$ cat src/rtl/mem_wb_pkg.sv
// rtl/mem_wb_pkg.sv - shared encodings and helpers for the MEM/WB stage
package mem_wb_pkg;

    localparam logic [1:0] SZ_B = 2'b00;
    localparam logic [1:0] SZ_H = 2'b01;
    localparam logic [1:0] SZ_W = 2'b10;
    localparam logic [1:0] SZ_D = 2'b11;

    typedef enum logic [1:0] {
        IDLE = 2'b00,
        REQ  = 2'b01,
        WAIT = 2'b10,
        DONE = 2'b11
    } mw_state_t;

    function automatic int lane_cnt(input int data_w);
        return data_w / 8;
    endfunction

    function automatic int off_w(input int data_w);
        return $clog2(data_w / 8);
    endfunction

endpackage

$ cat src/rtl/mem_wb_if.sv
// rtl/mem_wb_if.sv - data-memory request/response port of the MEM/WB stage
interface mem_wb_if #(
    parameter int DATA_W = 32
) ();
    localparam int BE_W = DATA_W / 8;

    logic              mem_req;
    logic              mem_we;
    logic [DATA_W-1:0] mem_addr;
    logic [DATA_W-1:0] mem_wdata;
    logic [BE_W-1:0]   mem_be;
    logic              mem_ready;
    logic              mem_rvalid;
    logic [DATA_W-1:0] mem_rdata;
    logic              mem_hit;

    modport master (
        output mem_req, mem_we, mem_addr, mem_wdata, mem_be,
        input  mem_ready, mem_rvalid, mem_rdata, mem_hit
    );

    modport slave (
        input  mem_req, mem_we, mem_addr, mem_wdata, mem_be,
        output mem_ready, mem_rvalid, mem_rdata, mem_hit
    );
endinterface

$ cat src/rtl/mem_lane_align.sv
// rtl/mem_lane_align.sv - byte enables, lane-replicated store data and misalign detect
module mem_lane_align
    import mem_wb_pkg::*;
#(
    parameter  int DATA_W = 32,
    localparam int BE_W   = lane_cnt(DATA_W),
    localparam int OFF_W  = off_w(DATA_W)
) (
    input  logic [1:0]        size_i,
    input  logic [2:0]        addr_lo_i,
    input  logic [DATA_W-1:0] store_data_i,
    output logic [BE_W-1:0]   be_o,
    output logic [DATA_W-1:0] wdata_o,
    output logic              misalign_o
);

    int off;

    always_comb begin
        off        = 32'(addr_lo_i[OFF_W-1:0]);
        be_o       = '0;
        wdata_o    = '0;
        misalign_o = 1'b0;
        // Enables cover the naturally aligned group that contains the offset.
        for (int i = 0; i < BE_W; i++) begin
            case (size_i)
                SZ_B: begin
                    be_o[i]          = (i == off);
                    wdata_o[i*8 +: 8] = store_data_i[7:0];
                end
                SZ_H: begin
                    be_o[i]          = ((i / 2) == (off / 2));
                    wdata_o[i*8 +: 8] = store_data_i[(i % 2)*8 +: 8];
                end
                SZ_W: begin
                    be_o[i]          = ((i / 4) == (off / 4));
                    wdata_o[i*8 +: 8] = store_data_i[(i % 4)*8 +: 8];
                end
                default: begin
                    be_o[i]          = 1'b1;
                    wdata_o[i*8 +: 8] = store_data_i[i*8 +: 8];
                end
            endcase
        end
        case (size_i)
            SZ_B:    misalign_o = 1'b0;
            SZ_H:    misalign_o = addr_lo_i[0];
            SZ_W:    misalign_o = |addr_lo_i[1:0];
            default: misalign_o = (DATA_W == 32) ? 1'b1 : |addr_lo_i;
        endcase
    end

endmodule

$ cat src/rtl/mem_wb_stage.sv
// rtl/mem_wb_stage.sv - MW pipeline register with variable-latency data-memory port
module mem_wb_stage
    import mem_wb_pkg::*;
#(
    parameter  int DATA_W     = 32,
    parameter  int REG_ADDR_W = 5,
    parameter  int CNT_W      = 32,
    localparam int BE_W       = lane_cnt(DATA_W)
) (
    input  logic                  clk,
    input  logic                  rst_n,
    input  logic                  en,
    input  logic                  clear,
    input  logic [DATA_W-1:0]     alu_out_e,
    input  logic [DATA_W-1:0]     store_data_e,
    input  logic [REG_ADDR_W-1:0] rd_e,
    input  logic [DATA_W-1:0]     pc_e,
    input  logic                  mem_read_e,
    input  logic                  mem_write_e,
    input  logic [1:0]            mem_size_e,
    input  logic                  reg_write_e,
    input  logic                  load_npc_e,
    output logic [DATA_W-1:0]     alu_out_mw,
    output logic [REG_ADDR_W-1:0] rd_mw,
    output logic [DATA_W-1:0]     pc_mw,
    output logic                  reg_write_mw,
    output logic                  mem_to_reg_mw,
    output logic                  load_npc_mw,
    output logic                  misalign_mw,
    output logic [DATA_W-1:0]     rd_data,
    output logic                  mem_stall,
    mem_wb_if.master              mem,
    input  logic                  cnt_clr,
    output logic [CNT_W-1:0]      hit_cnt,
    output logic [CNT_W-1:0]      miss_cnt
);

    localparam int OFF_W = off_w(DATA_W);

    mw_state_t         state_q;
    logic              misalign;
    logic              acc;
    logic              resp;
    logic [BE_W-1:0]   req_be_d,    req_be_q;
    logic [DATA_W-1:0] req_wdata_d, req_wdata_q;
    logic [DATA_W-1:0] req_addr_d,  req_addr_q;
    logic              req_we_q;
    logic [DATA_W-1:0] rbuf_q;
    logic [DATA_W-1:0] rd_data_q;
    logic [CNT_W-1:0]  hit_q, miss_q;

    mem_lane_align #(.DATA_W(DATA_W)) u_align (
        .size_i       (mem_size_e),
        .addr_lo_i    (alu_out_e[2:0]),
        .store_data_i (store_data_e),
        .be_o         (req_be_d),
        .wdata_o      (req_wdata_d),
        .misalign_o   (misalign)
    );

    assign req_addr_d = {alu_out_e[DATA_W-1:OFF_W], {OFF_W{1'b0}}};
    assign acc        = (mem_read_e | mem_write_e) & ~misalign & ~clear;
    assign resp       = (state_q == WAIT) & mem.mem_rvalid;
    assign mem_stall  = ((state_q == IDLE) & acc) | (state_q == REQ) | (state_q == WAIT);

    // IDLE presents the request straight from E; later states replay the captured payload.
    always_comb begin
        if (state_q == IDLE) begin
            mem.mem_req   = acc;
            mem.mem_we    = mem_write_e;
            mem.mem_addr  = req_addr_d;
            mem.mem_wdata = req_wdata_d;
            mem.mem_be    = req_be_d;
        end else begin
            mem.mem_req   = (state_q == REQ);
            mem.mem_we    = req_we_q;
            mem.mem_addr  = req_addr_q;
            mem.mem_wdata = req_wdata_q;
            mem.mem_be    = req_be_q;
        end
    end

    always_ff @(posedge clk or negedge rst_n) begin
        if (!rst_n) begin
            state_q     <= IDLE;
            req_addr_q  <= '0;
            req_wdata_q <= '0;
            req_be_q    <= '0;
            req_we_q    <= 1'b0;
            rbuf_q      <= '0;
        end else begin
            case (state_q)
                IDLE: if (acc) begin
                    req_addr_q  <= req_addr_d;
                    req_wdata_q <= req_wdata_d;
                    req_be_q    <= req_be_d;
                    req_we_q    <= mem_write_e;
                    state_q     <= mem.mem_ready ? WAIT : REQ;
                end
                REQ:  if (mem.mem_ready) state_q <= WAIT;
                WAIT: if (mem.mem_rvalid) begin
                    rbuf_q  <= mem.mem_rdata;
                    state_q <= DONE;
                end
                DONE: if (en) state_q <= IDLE;
                default: state_q <= IDLE;
            endcase
        end
    end

    always_ff @(posedge clk or negedge rst_n) begin
        if (!rst_n) begin
            alu_out_mw    <= '0;
            rd_mw         <= '0;
            pc_mw         <= '0;
            reg_write_mw  <= 1'b0;
            mem_to_reg_mw <= 1'b0;
            load_npc_mw   <= 1'b0;
            misalign_mw   <= 1'b0;
            rd_data_q     <= '0;
        end else if (en) begin
            if (clear) begin
                alu_out_mw    <= '0;
                rd_mw         <= '0;
                pc_mw         <= '0;
                reg_write_mw  <= 1'b0;
                mem_to_reg_mw <= 1'b0;
                load_npc_mw   <= 1'b0;
                misalign_mw   <= 1'b0;
            end else begin
                alu_out_mw    <= alu_out_e;
                rd_mw         <= rd_e;
                pc_mw         <= pc_e;
                reg_write_mw  <= reg_write_e;
                mem_to_reg_mw <= mem_read_e;
                load_npc_mw   <= load_npc_e;
                misalign_mw   <= misalign & (mem_read_e | mem_write_e);
            end
            rd_data_q <= (~clear & (state_q == DONE) & ~req_we_q) ? rbuf_q : '0;
        end
    end

    always_ff @(posedge clk or negedge rst_n) begin
        if (!rst_n) begin
            hit_q  <= '0;
            miss_q <= '0;
        end else if (cnt_clr) begin
            hit_q  <= '0;
            miss_q <= '0;
        end else if (resp) begin
            if (mem.mem_hit && !(&hit_q))
                hit_q <= hit_q + CNT_W'(1);
            if (!mem.mem_hit && !(&miss_q))
                miss_q <= miss_q + CNT_W'(1);
        end
    end

    assign rd_data  = rd_data_q;
    assign hit_cnt  = hit_q;
    assign miss_cnt = miss_q;

endmodule

$ cat src/flat_wrapper.sv
// flat-port wrapper written by rule: the top's interface ports become plain ports
module mem_wb_stage_flat import mem_wb_pkg::*;
#(
    parameter  int DATA_W     = 32,
    parameter  int REG_ADDR_W = 5,
    parameter  int CNT_W      = 32,
    localparam int BE_W       = lane_cnt(DATA_W)
)
  (clk, rst_n, en, clear, alu_out_e, store_data_e, rd_e, pc_e, mem_read_e, mem_write_e, mem_size_e, reg_write_e, load_npc_e, alu_out_mw, rd_mw, pc_mw, reg_write_mw, mem_to_reg_mw, load_npc_mw, misalign_mw, rd_data, mem_stall, cnt_clr, hit_cnt, miss_cnt, mem_mem_req, mem_mem_we, mem_mem_addr, mem_mem_wdata, mem_mem_be, mem_mem_ready, mem_mem_rvalid, mem_mem_rdata, mem_mem_hit);
  mem_wb_if #(.DATA_W(DATA_W)) mem_i ();
  input  logic clk;
  input  logic rst_n;
  input  logic en;
  input  logic clear;
  input  logic [DATA_W-1:0] alu_out_e;
  input  logic [DATA_W-1:0] store_data_e;
  input  logic [REG_ADDR_W-1:0] rd_e;
  input  logic [DATA_W-1:0] pc_e;
  input  logic mem_read_e;
  input  logic mem_write_e;
  input  logic [1:0] mem_size_e;
  input  logic reg_write_e;
  input  logic load_npc_e;
  output logic [DATA_W-1:0] alu_out_mw;
  output logic [REG_ADDR_W-1:0] rd_mw;
  output logic [DATA_W-1:0] pc_mw;
  output logic reg_write_mw;
  output logic mem_to_reg_mw;
  output logic load_npc_mw;
  output logic misalign_mw;
  output logic [DATA_W-1:0] rd_data;
  output logic mem_stall;
  input  logic cnt_clr;
  output logic [CNT_W-1:0] hit_cnt;
  output logic [CNT_W-1:0] miss_cnt;
  output wire logic [$bits(mem_i.mem_req)-1:0] mem_mem_req;
  output wire logic [$bits(mem_i.mem_we)-1:0] mem_mem_we;
  output wire logic [$bits(mem_i.mem_addr)-1:0] mem_mem_addr;
  output wire logic [$bits(mem_i.mem_wdata)-1:0] mem_mem_wdata;
  output wire logic [$bits(mem_i.mem_be)-1:0] mem_mem_be;
  input wire logic [$bits(mem_i.mem_ready)-1:0] mem_mem_ready;
  input wire logic [$bits(mem_i.mem_rvalid)-1:0] mem_mem_rvalid;
  input wire logic [$bits(mem_i.mem_rdata)-1:0] mem_mem_rdata;
  input wire logic [$bits(mem_i.mem_hit)-1:0] mem_mem_hit;
  assign mem_mem_req = mem_i.mem_req;
  assign mem_mem_we = mem_i.mem_we;
  assign mem_mem_addr = mem_i.mem_addr;
  assign mem_mem_wdata = mem_i.mem_wdata;
  assign mem_mem_be = mem_i.mem_be;
  assign mem_i.mem_ready = mem_mem_ready;
  assign mem_i.mem_rvalid = mem_mem_rvalid;
  assign mem_i.mem_rdata = mem_mem_rdata;
  assign mem_i.mem_hit = mem_mem_hit;
  mem_wb_stage #(.DATA_W(DATA_W), .REG_ADDR_W(REG_ADDR_W), .CNT_W(CNT_W)) u_core (.clk(clk), .rst_n(rst_n), .en(en), .clear(clear), .alu_out_e(alu_out_e), .store_data_e(store_data_e), .rd_e(rd_e), .pc_e(pc_e), .mem_read_e(mem_read_e), .mem_write_e(mem_write_e), .mem_size_e(mem_size_e), .reg_write_e(reg_write_e), .load_npc_e(load_npc_e), .alu_out_mw(alu_out_mw), .rd_mw(rd_mw), .pc_mw(pc_mw), .reg_write_mw(reg_write_mw), .mem_to_reg_mw(mem_to_reg_mw), .load_npc_mw(load_npc_mw), .misalign_mw(misalign_mw), .rd_data(rd_data), .mem_stall(mem_stall), .mem(mem_i), .cnt_clr(cnt_clr), .hit_cnt(hit_cnt), .miss_cnt(miss_cnt));
endmodule
$ cat config.mk
export PLATFORM = sky130hd
export DESIGN_NAME = mem_wb_stage_flat
export DESIGN_NICKNAME = d
export VERILOG_FILES = /design/src/rtl/mem_wb_pkg.sv /design/src/rtl/mem_wb_if.sv /design/src/rtl/mem_lane_align.sv /design/src/rtl/mem_wb_stage.sv /design/src/flat_wrapper.sv
export SDC_FILE = /design/constraint.sdc
export NUM_CORES = 1
export LEC_CHECK = 0
export BUFFER_PORTS_ARGS = -buffer_cell sky130_fd_sc_hd__buf_2
export CAP_MARGIN = 15
export CORE_MARGIN = 2
export CORE_UTILIZATION = 41
export DETAILED_ROUTE_END_ITERATION = 16
export GPL_TIMING_DRIVEN = 0
export PLACE_DENSITY_LB_ADDON = 0.25
export SYNTH_ARGS = -nofsm -noshare
export SYNTH_HDL_FRONTEND = slang
export SYNTH_SLANG_ARGS = --single-unit
export TNS_END_PERCENT = 100
$ cat constraint.sdc
create_clock -name clk -period 5.3 [get_ports clk]
set_input_delay 1.06 -clock clk [delete_from_list [all_inputs] [get_ports clk]]
set_output_delay 1.06 -clock clk [all_outputs]
set_load 0.005 [all_outputs]
======== Word level (Yosys, flattened, before mapping) ========
Index checks and enable logic that the tools add are counted.
storage, ports and cells
  output and inout bits ................... 240
  input bits .............................. 147
  bits in latches ......................... 0
  bits in read-only memories .............. 0
  logic and storage cells ................. 97
  memory bits (writable) .................. 0
  memories ................................ 0
  flip-flop bits (word level) ............. 270
operators by class
  div/mod/pow operators ................... 0
  equality and inequality tests ........... 12
  shift-type cells ........................ 0
  $lt $le $gt $ge ......................... 0
  $mul .................................... 0
  reductions and logical operators ........ 21
  bitwise gates (word level) .............. 13
  muxes and demuxes ....................... 33
  add/sub/neg operators ................... 2
operator list
  kind                                           count
  2-to-1 mux 32 bit                              11
  adder 32 x 1 -> 32 bit, second input constant  2
  AND reduction 32 bit                           2
  logical NOT 32 bit                             1
  2-to-1 mux 8 bit                               2
  case mux 8 bit (2 select lines)                1
  2-to-1 mux 2 bit                               5
  case mux 1 bit (2 select lines)                4
  case mux 2 bit (4 select lines)                1
  AND reduction 2 bit                            4
  bitwise AND 1 bit                              7
  == test 2 bit, second input constant           3
  logical NOT 2 bit                              3
  2-to-1 mux 1 bit                               6
  inequality test 2 bit, second input constant   3
  nonzero test 2 bit                             3
  2-to-1 mux 5 bit                               1
  == test 2 x 1 -> 1 bit, second input constant  2
  == test 2 bit, first input constant            2
  2-to-1 mux 4 bit                               1
  AND reduction 4 bit                            1
  OR reduction 2 bit                             2
  logical NOT 1 bit                              3
  NOT 1 bit                                      3
  other kinds (5)                                8

======== Logic depth before layout (Yosys ltp) ========
Gate-level depths: netlist of run 1.
  depth after elaboration ................. 8
  mapped depth ............................ 8
  mapped depth without buffers ............ 7

======== Modules after synthesis ========
Synthesis of run 1 repeated with hierarchy kept, for this count alone.
second synthesis, totals
  cells, all modules ...................... 1,156
  area total of the unflattened synthesis .. 13,040.0 um^2
modules (own cells, without submodules)
  module          area each (um^2)  instances  seq. area each (um^2)  cells an instance
  mem_wb_stage    12,510.7          1          6,756.5                1,094
  mem_lane_align  529.3             1          0.0                    62

======== Least setup slack after synthesis of run 1 ========
OpenSTA, ideal clock, no wires.
  path type ............................... input to output
  start ................................... in mem_size_e[0]
  end ..................................... out mem_mem_wdata[10]
  path buffers ............................ 1
  arrival ................................. 2.247 ns
  stages .................................. 4
  data required time ...................... 4.240 ns
  path slack .............................. 1.993 ns
  cell sequence ........................... buf_1 -> nor2_1 -> mux2i_1 -> a21oi_1
on the way
  cells in the longest elaborated chain, start to end .. 3
RTL lines
  element            line                  text
  start, declared    flat_wrapper.sv:21    input logic [1:0] mem_size_e;
  logical NOT 2 bit  mem_lane_align.sv:26  case (size_i)
  2-to-1 mux 8 bit   mem_lane_align.sv:26
  2-to-1 mux 32 bit  mem_wb_stage.sv:68    if (state_q == IDLE) begin
  end, declared      flat_wrapper.sv:39    output wire logic [$bits(mem_i.mem_wdata)-1:0] mem_mem_wdata;
Every way passes these cells.

======== Worst setup path in the final report of run 1 ========
  start ................................... reg u_core.state_q[0]
  end ..................................... out mem_mem_wdata[16]
on the way
  cells in the longest elaborated chain, start to end .. 2
RTL lines
  element                 line                text
  start, declared         mem_wb_stage.sv:40  mw_state_t state_q;
  start signal, assigned  mem_wb_stage.sv:98  state_q <= mem.mem_ready ? WAIT : REQ;
  logical NOT 2 bit       mem_wb_stage.sv:68
  2-to-1 mux 32 bit       mem_wb_stage.sv:68
Every way passes these cells.

==> qor.yml, run 1 <==
endpoint: "mem_mem_wdata[16]"
area_growth_pct: 27.91
crit_required_ns: 4.24
drtIter0Drc: 659
gp_congestion: 0.8971
worst_pin_slew_ns: 0.9152
ioPinCount: 387
portBuffers: 383
status: "complete, no violations"
htree_levels: 1
slew_headroom_pct: 38.52
max_stage_delay_ns: 0.59
synthCells: 1253
synth.area.top_cells: "dfrtp_1 (53%), mux2_2 (11%), o21ai_0 (5.7%), nand3b_1 (4.1%), inv_1 (3.4%)"
grt_setup_unrepaired: "false"
crit_slowest_cell: "clkbuf_1"
post_cts.repair.setup_buffers: 0
final_common_cell: "buf_2"
dr.pass1.iters: 5
die_x_um: 181.0
die_area_um2: 32760
crit_top_cell: "clkbuf_1"
crit_chain: "inv_1, ha_1, clkbuf_1, clkbuf_1, clkbuf_1, a21oi_1, buf_2"
start_util_pct: 41.78
synth_warnings: 0
yosys_most_used_dff: "dfrtp_1"
cts_sinks: 270
fin_util_pct: 53.44
cp_top_family: "buffers and inverters"
yosysSeqAreaShare_pct: 52.60
crit_start: "u_core.state_q[0]$_DFFE_PN0P_"
ys_async_sr_fraction_pct: 100.0
power.switching_mw: 2.081
finalInstanceArea_um2: 16430
timing.fmax_ghz: 0.2400
period_share_pct: 78.62
drt_wl_total_um: 39390
clock-skew-final_ns: 0.01163
drive_above_1_share_pct: 34.38
synth_cell_types: 47
hold_class: "reg2reg"
drc_errors: 0
crit_cells: 7
setup-tns-final_ns: 0
cts_tree: "built"
syn-cell-area_um2: 12850
reg2reg_from: "u_core.state_q[0]$_DFFE_PN0P_"
p_seq_share_pct: 39.2
grt_max_degree: 105
coreArea_um2: 30750
worstSetupEndpointType: "primary output"
vias: 11110
p_per_area_nw_per_um2: 427.6
reg2regPathDepth: 7
ant_nets: 0
root_buffer: "clkbuf_16"
grt_pass1_vias: 10990
grt.total_usage_pct: 23.44
ff_latch_area_um2: 6756
postPlaceCellArea_um2: 15330
hpwl_um: 29130
clockPowerShare_pct: 32.3
synth-edff-count: 0
worstPathArrival_ns: 3.11
vias_per_cell: 5.294
crit_type: "reg2out"
die-height_um: 181.0
row_count: 64
min_period_ns: 4.167
yosys_register_bits: 270
p_sw_share_pct: 29.62
irDropWorstVdd_mv: 0.3682
syn_area_per_cell_um2: 10.25
setup_viol: 0
r2r_end: "u_core.miss_cnt[27]$_DFFE_PN0P_"
avgRoutedWirePerCell_um: 18.77
leakage_nw: 7.773
cts-buffers-inserted: 30
timing.reg2reg.setup_slack_ns: 2.59
path_max_fanout: 10
dp_cells: 2035
synth_top_area_share_pct: 52.60
slew_viol_final: 0
path_clk_slew_ns: 0.06
ctsHoldBuffers: 0
clockBufferDepth: 3
power_frac_comb_pct: 28.5
startpoint_type: "flop"
nNetsFinal: 1824
multi_input_area_um2: 5339
grt_pass1_wl_um: 61550
grt_overflow_total: 0
drv_cap: 0
layout_common_cells: "buf_2 (384), dfrtp_1 (270), o21ai_0 (146)"
final_hold_viol_count: 0
insertion_delay_ns: 0.55
cts_resized: 0
cp_num_buf_inv: 5
antenna_found_initial: 12
finalNonFillerCells: 2098
synth_top_area_cell: "dfrtp_1"
num-fill-cells: 2857
internal_power_mw: 4.945
how the worst min path moves through the flow:
stage                                  start  depth (start not counted)                              to
3_5_place_dp    u_core.rbuf_q[1]$_DFFE_PN0P_                          2   u_core.rd_data[1]$_DFFE_PN0P_
6_report       u_core.rbuf_q[18]$_DFFE_PN0P_                          2  u_core.rd_data[18]$_DFFE_PN0P_
2_1_floorplan   u_core.rbuf_q[0]$_DFFE_PN0P_                          2   u_core.rd_data[0]$_DFFE_PN0P_
5_1_grt                                rst_n                          1     u_core.pc_mw[8]$_DFFE_PN0P_
4_1_cts                                rst_n                          1  u_core.hit_cnt[10]$_DFFE_PN0P_
3_3_place_gp    u_core.rbuf_q[3]$_DFFE_PN0P_                          2   u_core.rd_data[3]$_DFFE_PN0P_
synthesized netlist by cell type (2+ instances only):
master	count
a2111oi_0	13
a21o_1	2
a21oi_1	55
a31o_2	4
a31oi_1	3
and2_1	4
and3_1	2
and4_1	13
buf_1	7
buf_2	2
buf_4	3
clkbuf_1	67
dfrtp_1	270
ha_1	6
inv_1	117
mux2_2	131
mux2i_1	28
nand2_1	94
nand2b_1	6
nand3_1	24
nand3b_1	70
nand4_1	15
nor2_1	66
nor2b_1	6
nor3_1	6
nor4_1	9
o21ai_0	146
o21ba_2	2
o22ai_1	2
o31ai_1	14
or3_1	13
or4_1	15
or4_4	3
xnor2_1	21
xor2_1	2
flip-flops by register name (all words and copies together) (netlist names), 2 cells and up:
| name | count |
|---|---|
| u_core.hit_cnt | 32 |
| u_core.pc_mw | 32 |
| u_core.miss_cnt | 32 |
| u_core.alu_out_mw | 32 |
| u_core.req_addr_q | 30 |
| u_core.req_be_q | 4 |
| u_core.state_q | 2 |
| u_core.rd_mw | 5 |
| u_core.req_wdata_q | 32 |
| u_core.rd_data | 32 |
| u_core.rbuf_q | 32 |
power groups by stage:
stage / sequential, mW / clock (mW) / combinational, mW
6_report: 2.76 / 2.27 / 2.00
5_1_grt: 2.81 / 2.39 / 2.20
4_1_cts: 2.75 / 2.31 / 2.02
3_5_place_dp: 2.78 / 0 / 2.01
3_3_place_gp: 2.76 / 0 / 1.98
2_1_floorplan: 2.73 / 0 / 1.16
per-layer routing:
metal	wire length [um]	GRT usage, %	up-vias
met5	32	0	-
li1	-	-	5187
met2	18820	39.03	414
met3	2864	5.463	80
met1	16100	29.66	5420
met4	1576	9.171	6
per-stage QoR:
step	total power, mW	hold slack [ns]	setup WS, ns
floorplan	3.892	0.4444	1.993
global placement	4.735	0.4530	-2.072
detailed placement	4.792	0.4618	1.388
CTS	7.085	0.4761	1.141
global route	7.403	0.4964	0.9981
finish	7.026	0.4714	1.133
worst min-delay path, cell delays in order, from the launching register on:
cell and delay, ns:
dfrtp_1 0.34, nand2_1 0.05, o21ai_0 0.06
layout make-up:
type / count / area share, %
multi-input cells: 787 / 32.49
clock inverters: 8 / 0.8528
inverters: 117 / 2.673
well taps: 396 / 3.015
repair buffers: 385 / 12.06
flip-flops and latches: 270 / 41.12
clock buffers: 46 / 5.734
plain buffers: 80 / 1.919
diodes: 9 / 0.1371
cell families after synthesis:
| family | after synthesis | synth area share (%) |
|---|---|---|
| adders and majority gates | 6 | 0.5844 |
| AOI/OAI and AO/OA | 250 | 10.98 |
| muxes | 159 | 13.67 |
| DFF | 270 | 52.60 |
| xor gates and xnor gates | 23 | 1.568 |
| other | 1 | 0.02919 |
| and+or+nand+nor | 347 | 14.71 |
| buffers and inverters | 197 | 5.873 |
No activity file was read; power rests on OpenSTA's default activity.
==> inputs of run 2 (changes only) <==
--- a/config.mk
+++ b/config.mk
@@ -5,6 +5,7 @@
 export SDC_FILE = /design/constraint.sdc
 export NUM_CORES = 1
 export LEC_CHECK = 0
+export ABC_AREA = 1
 export BUFFER_PORTS_ARGS = -buffer_cell sky130_fd_sc_hd__buf_2
 export CAP_MARGIN = 15
 export CORE_MARGIN = 2
==> constraint.sdc (replaced) <==
create_clock -name clk -period 3.8 [get_ports clk]
set_input_delay 0.76 -clock clk [delete_from_list [all_inputs] [get_ports clk]]
set_output_delay 0.76 -clock clk [all_outputs]
set_load 0.005 [all_outputs]
==> run 2 against run 1 <==
Highest routed layer unchanged. Register-to-register slack got worse by 1.0 ns. Global-route usage rose by 2.6 points. Power rose by 35%. Critical path type unchanged. Worst setup slack got worse by 0.93 ns. Utilization fell by 1.0 points. Largest cell class unchanged. First-iteration DRC count rose by 5.8%. Non-clock buffer count rose by 6. Critical path depth rose by 2.
==> qor.yml, run 2 <==
insertion_delay_ns: 0.55  # about the same
syn_area_per_cell_um2: 7.746  # -24%
synth_top_area_share_pct: 50.33  # -2.3 points
setup-tns-final_ns: 0  # unchanged
grt_max_degree: 119  # +13%
min_period_ns: 3.592
drive_above_1_share_pct: 22.28  # -12 points
drc_errors: 0  # unchanged
slew_headroom_pct: 54.74  # +16 points
finalInstanceArea_um2: 16970  # +3.3%
antenna_found_initial: 7  # -5
coreArea_um2: 32370  # +5.3%
worst_pin_slew_ns: 0.6789  # -0.2363 ns
layout_common_cells: "nand2_1 (539), buf_2 (386), dfrtp_1 (270)"
drtIter0Drc: 697  # +5.8%
vias_per_cell: 4.992  # -5.7%
syn-cell-area_um2: 13420  # +4.5%
synth_commonest_cells: "nand2_1 (539), dfrtp_1 (270), o21ai_0 (225)"
clock-skew-final_ns: 0.01133  # -0.0002928 ns
leakage_nw: 8.923  # +15%
grt_pass1_wl_um: 69390  # +13%
drv_cap: 0  # unchanged
synthCells: 1733  # +38%
yosys_register_bits: 270  # unchanged
die_x_um: 184.9  # +2.2%
hold_class: "in2async"
synth.most_common_cell: "nand2_1"
row_count: 66  # +3.1%
dr.pass1.iters: 5  # unchanged
timing.reg2reg.setup_slack_ns: 1.59  # -1.00 ns
finalNonFillerCells: 2616  # +25%
p_per_area_nw_per_um2: 558.3  # +31%
die_area_um2: 34200  # +4.4%
vias: 13060  # +18%
hpwl_um: 34060  # +17%
portBuffers: 382  # -0.26%
drt_wl_total_um: 45080  # +14%
ff_latch_area_um2: 6756  # unchanged
path_max_fanout: 10  # unchanged
place_worst_setup_slack_ns: 0.5840  # -0.8039 ns
start_util_pct: 41.47  # -0.31 points
grt_pass1_vias: 12610  # +15%
period_share_pct: 94.53
postPlaceCellArea_um2: 15960  # +4.1%
slew_viol_final: 0  # unchanged
irDropWorstVdd_mv: 0.4010  # +8.9%
cts_sinks: 270  # unchanged
clockBufferDepth: 3  # unchanged
whs_ns: 0.1289  # -0.3425 ns
synth_warnings: 0  # unchanged
ys_async_sr_fraction_pct: 100.0  # unchanged
gp_congestion: 0.9337  # +4.1%
nNetsFinal: 2303  # +26%
ioPinCount: 387  # unchanged
setup_viol: 0  # unchanged
final_common_cell: "nand2_1"
die-height_um: 184.9  # +2.2%
grt.total_usage_pct: 26.09  # +2.6 points
grt_overflow_total: 0  # unchanged
crit_type: "reg2out"
avgRoutedWirePerCell_um: 17.23  # -8.2%
cts-buffers-inserted: 30  # unchanged
synth-edff-count: 0  # unchanged
worstPathArrival_ns: 2.83  # -0.28 ns
crit_required_ns: 3.04  # -1.20 ns
fin_ws_ns: 0.2080  # -0.9251 ns
yosysSeqAreaShare_pct: 50.33  # -2.3 points
area_growth_pct: 26.41
worstSetupEndpointType: "primary output"
startpoint_type: "flop"
ctsHoldBuffers: 0  # unchanged
grt_setup_unrepaired: "false"
multi_input_area_um2: 5584  # +4.6%
yosys_most_used_dff: "dfrtp_1"
dp_cells: 2560  # +26%
final_hold_viol_count: 0  # unchanged
path_clk_slew_ns: 0.06  # about the same
reg2regPathDepth: 7  # unchanged
htree_levels: 1  # unchanged
num-fill-cells: 3197  # +12%
timing.fmax_ghz: 0.2784
post_cts.repair.setup_buffers: 0  # unchanged
status: "complete, no violations"
cts_tree: "built"
synth_top_area_cell: "dfrtp_1"
synth.area.top_cells: "dfrtp_1 (50%), nand2_1 (15%), o21ai_0 (8.4%), nor2_1 (5.2%), inv_1 (4.8%)"
synth_cell_types: 33  # -30%
root_buffer: "clkbuf_16"
ant_nets: 0  # unchanged
==> run 2: cell types whose count changed after synthesis, sizes merged, moves of 69 or more <==
cell / previous run / this run
o21ai: 146 / 229
nand2: 94 / 547
nand3b: 70 / 1
nand3: 24 / 100
mux2: 131 / 0
nor2: 66 / 197
==> run 2: cell type report <==
cell class                      instances  share of cell area [%]
Buffer                                 87                   2.559
Multi-Input combinational cell       1202                   32.91
Sequential cell                       270                   39.82
Inverter                              175                   3.871
Timing Repair Buffer                  384                   11.65
Clock inverter                          8                  0.4129
Antenna cell                            2                 0.02949
Clock buffer                           46                   5.493
Tap cell                              442                   3.259
==> run 2: metal layers <==
metal	global-route usage, %	vias up	share of wire [%]
met5	0	-	0.053
met4	9.492	4	3.6
met3	5.643	100	7.0
met2	44.69	450	49
met1	32.39	6174	40
li1	-	6330	-
==> run 2: power breakdown <==
part / switching [mW] / internal (mW)
sequential: 0.259 / 3.49
clock: 1.19 / 1.74
combinational: 1.78 / 1.02
==> run 2: repair_timing <==
action                                  in CTS  in global routing
endpoints found under the setup margin       2                 11
resized for setup                            1                  4
hold endpoints to repair                     0                  0
cloned                                       0                  0
==> run 2: logic make-up after synthesis <==
kind of cell / synth area share, %
XOR/XNOR: 1.827
AO/OA/AOI/OAI: 12.98
buffers and inverters: 8.100
other: 0.02793
AND/OR/NAND/NOR: 26.17
adder cells (fa/ha/maj): 0.5592
flip-flops: 50.33
==> run 2: metrics by stage <==
step,power (mW),utilization (%)
CTS,9.569,52.40
finish,9.474,52.42
global route,10.08,52.42
floorplan,5.172,-
detailed placement,6.583,49.30
global placement,6.523,49.10
==> run 2: worst paths after layout <==
kind | startpoint | to
min in group clk | rd_e[2] | u_core.rd_mw[2]$_DFFE_PN0P_
setup / recovery | u_core.state_q[0]$_DFFE_PN0P_ | mem_mem_wdata[2]
setup reg to reg | u_core.state_q[0]$_DFFE_PN0P_ | u_core.rbuf_q[11]$_DFFE_PN0P_
hold reg to reg | u_core.alu_out_mw[22]$_DFFE_PN0P_ | u_core.alu_out_mw[22]$_DFFE_PN0P_
hold / removal | rst_n | u_core.miss_cnt[14]$_DFFE_PN0P_
max in group asynchronous | rst_n | u_core.rbuf_q[17]$_DFFE_PN0P_
==> run 2: critical path, cell delays in order, from the launching register on <==
cell and delay [ns]:
dfrtp_1 0.41, inv_1 0.08, ha_1 0.20, clkbuf_1 0.20, inv_1 0.27, buf_2 0.33
clkbuf_2 0.32, nand2_1 0.08, o21ai_0 0.19, buf_2 0.20
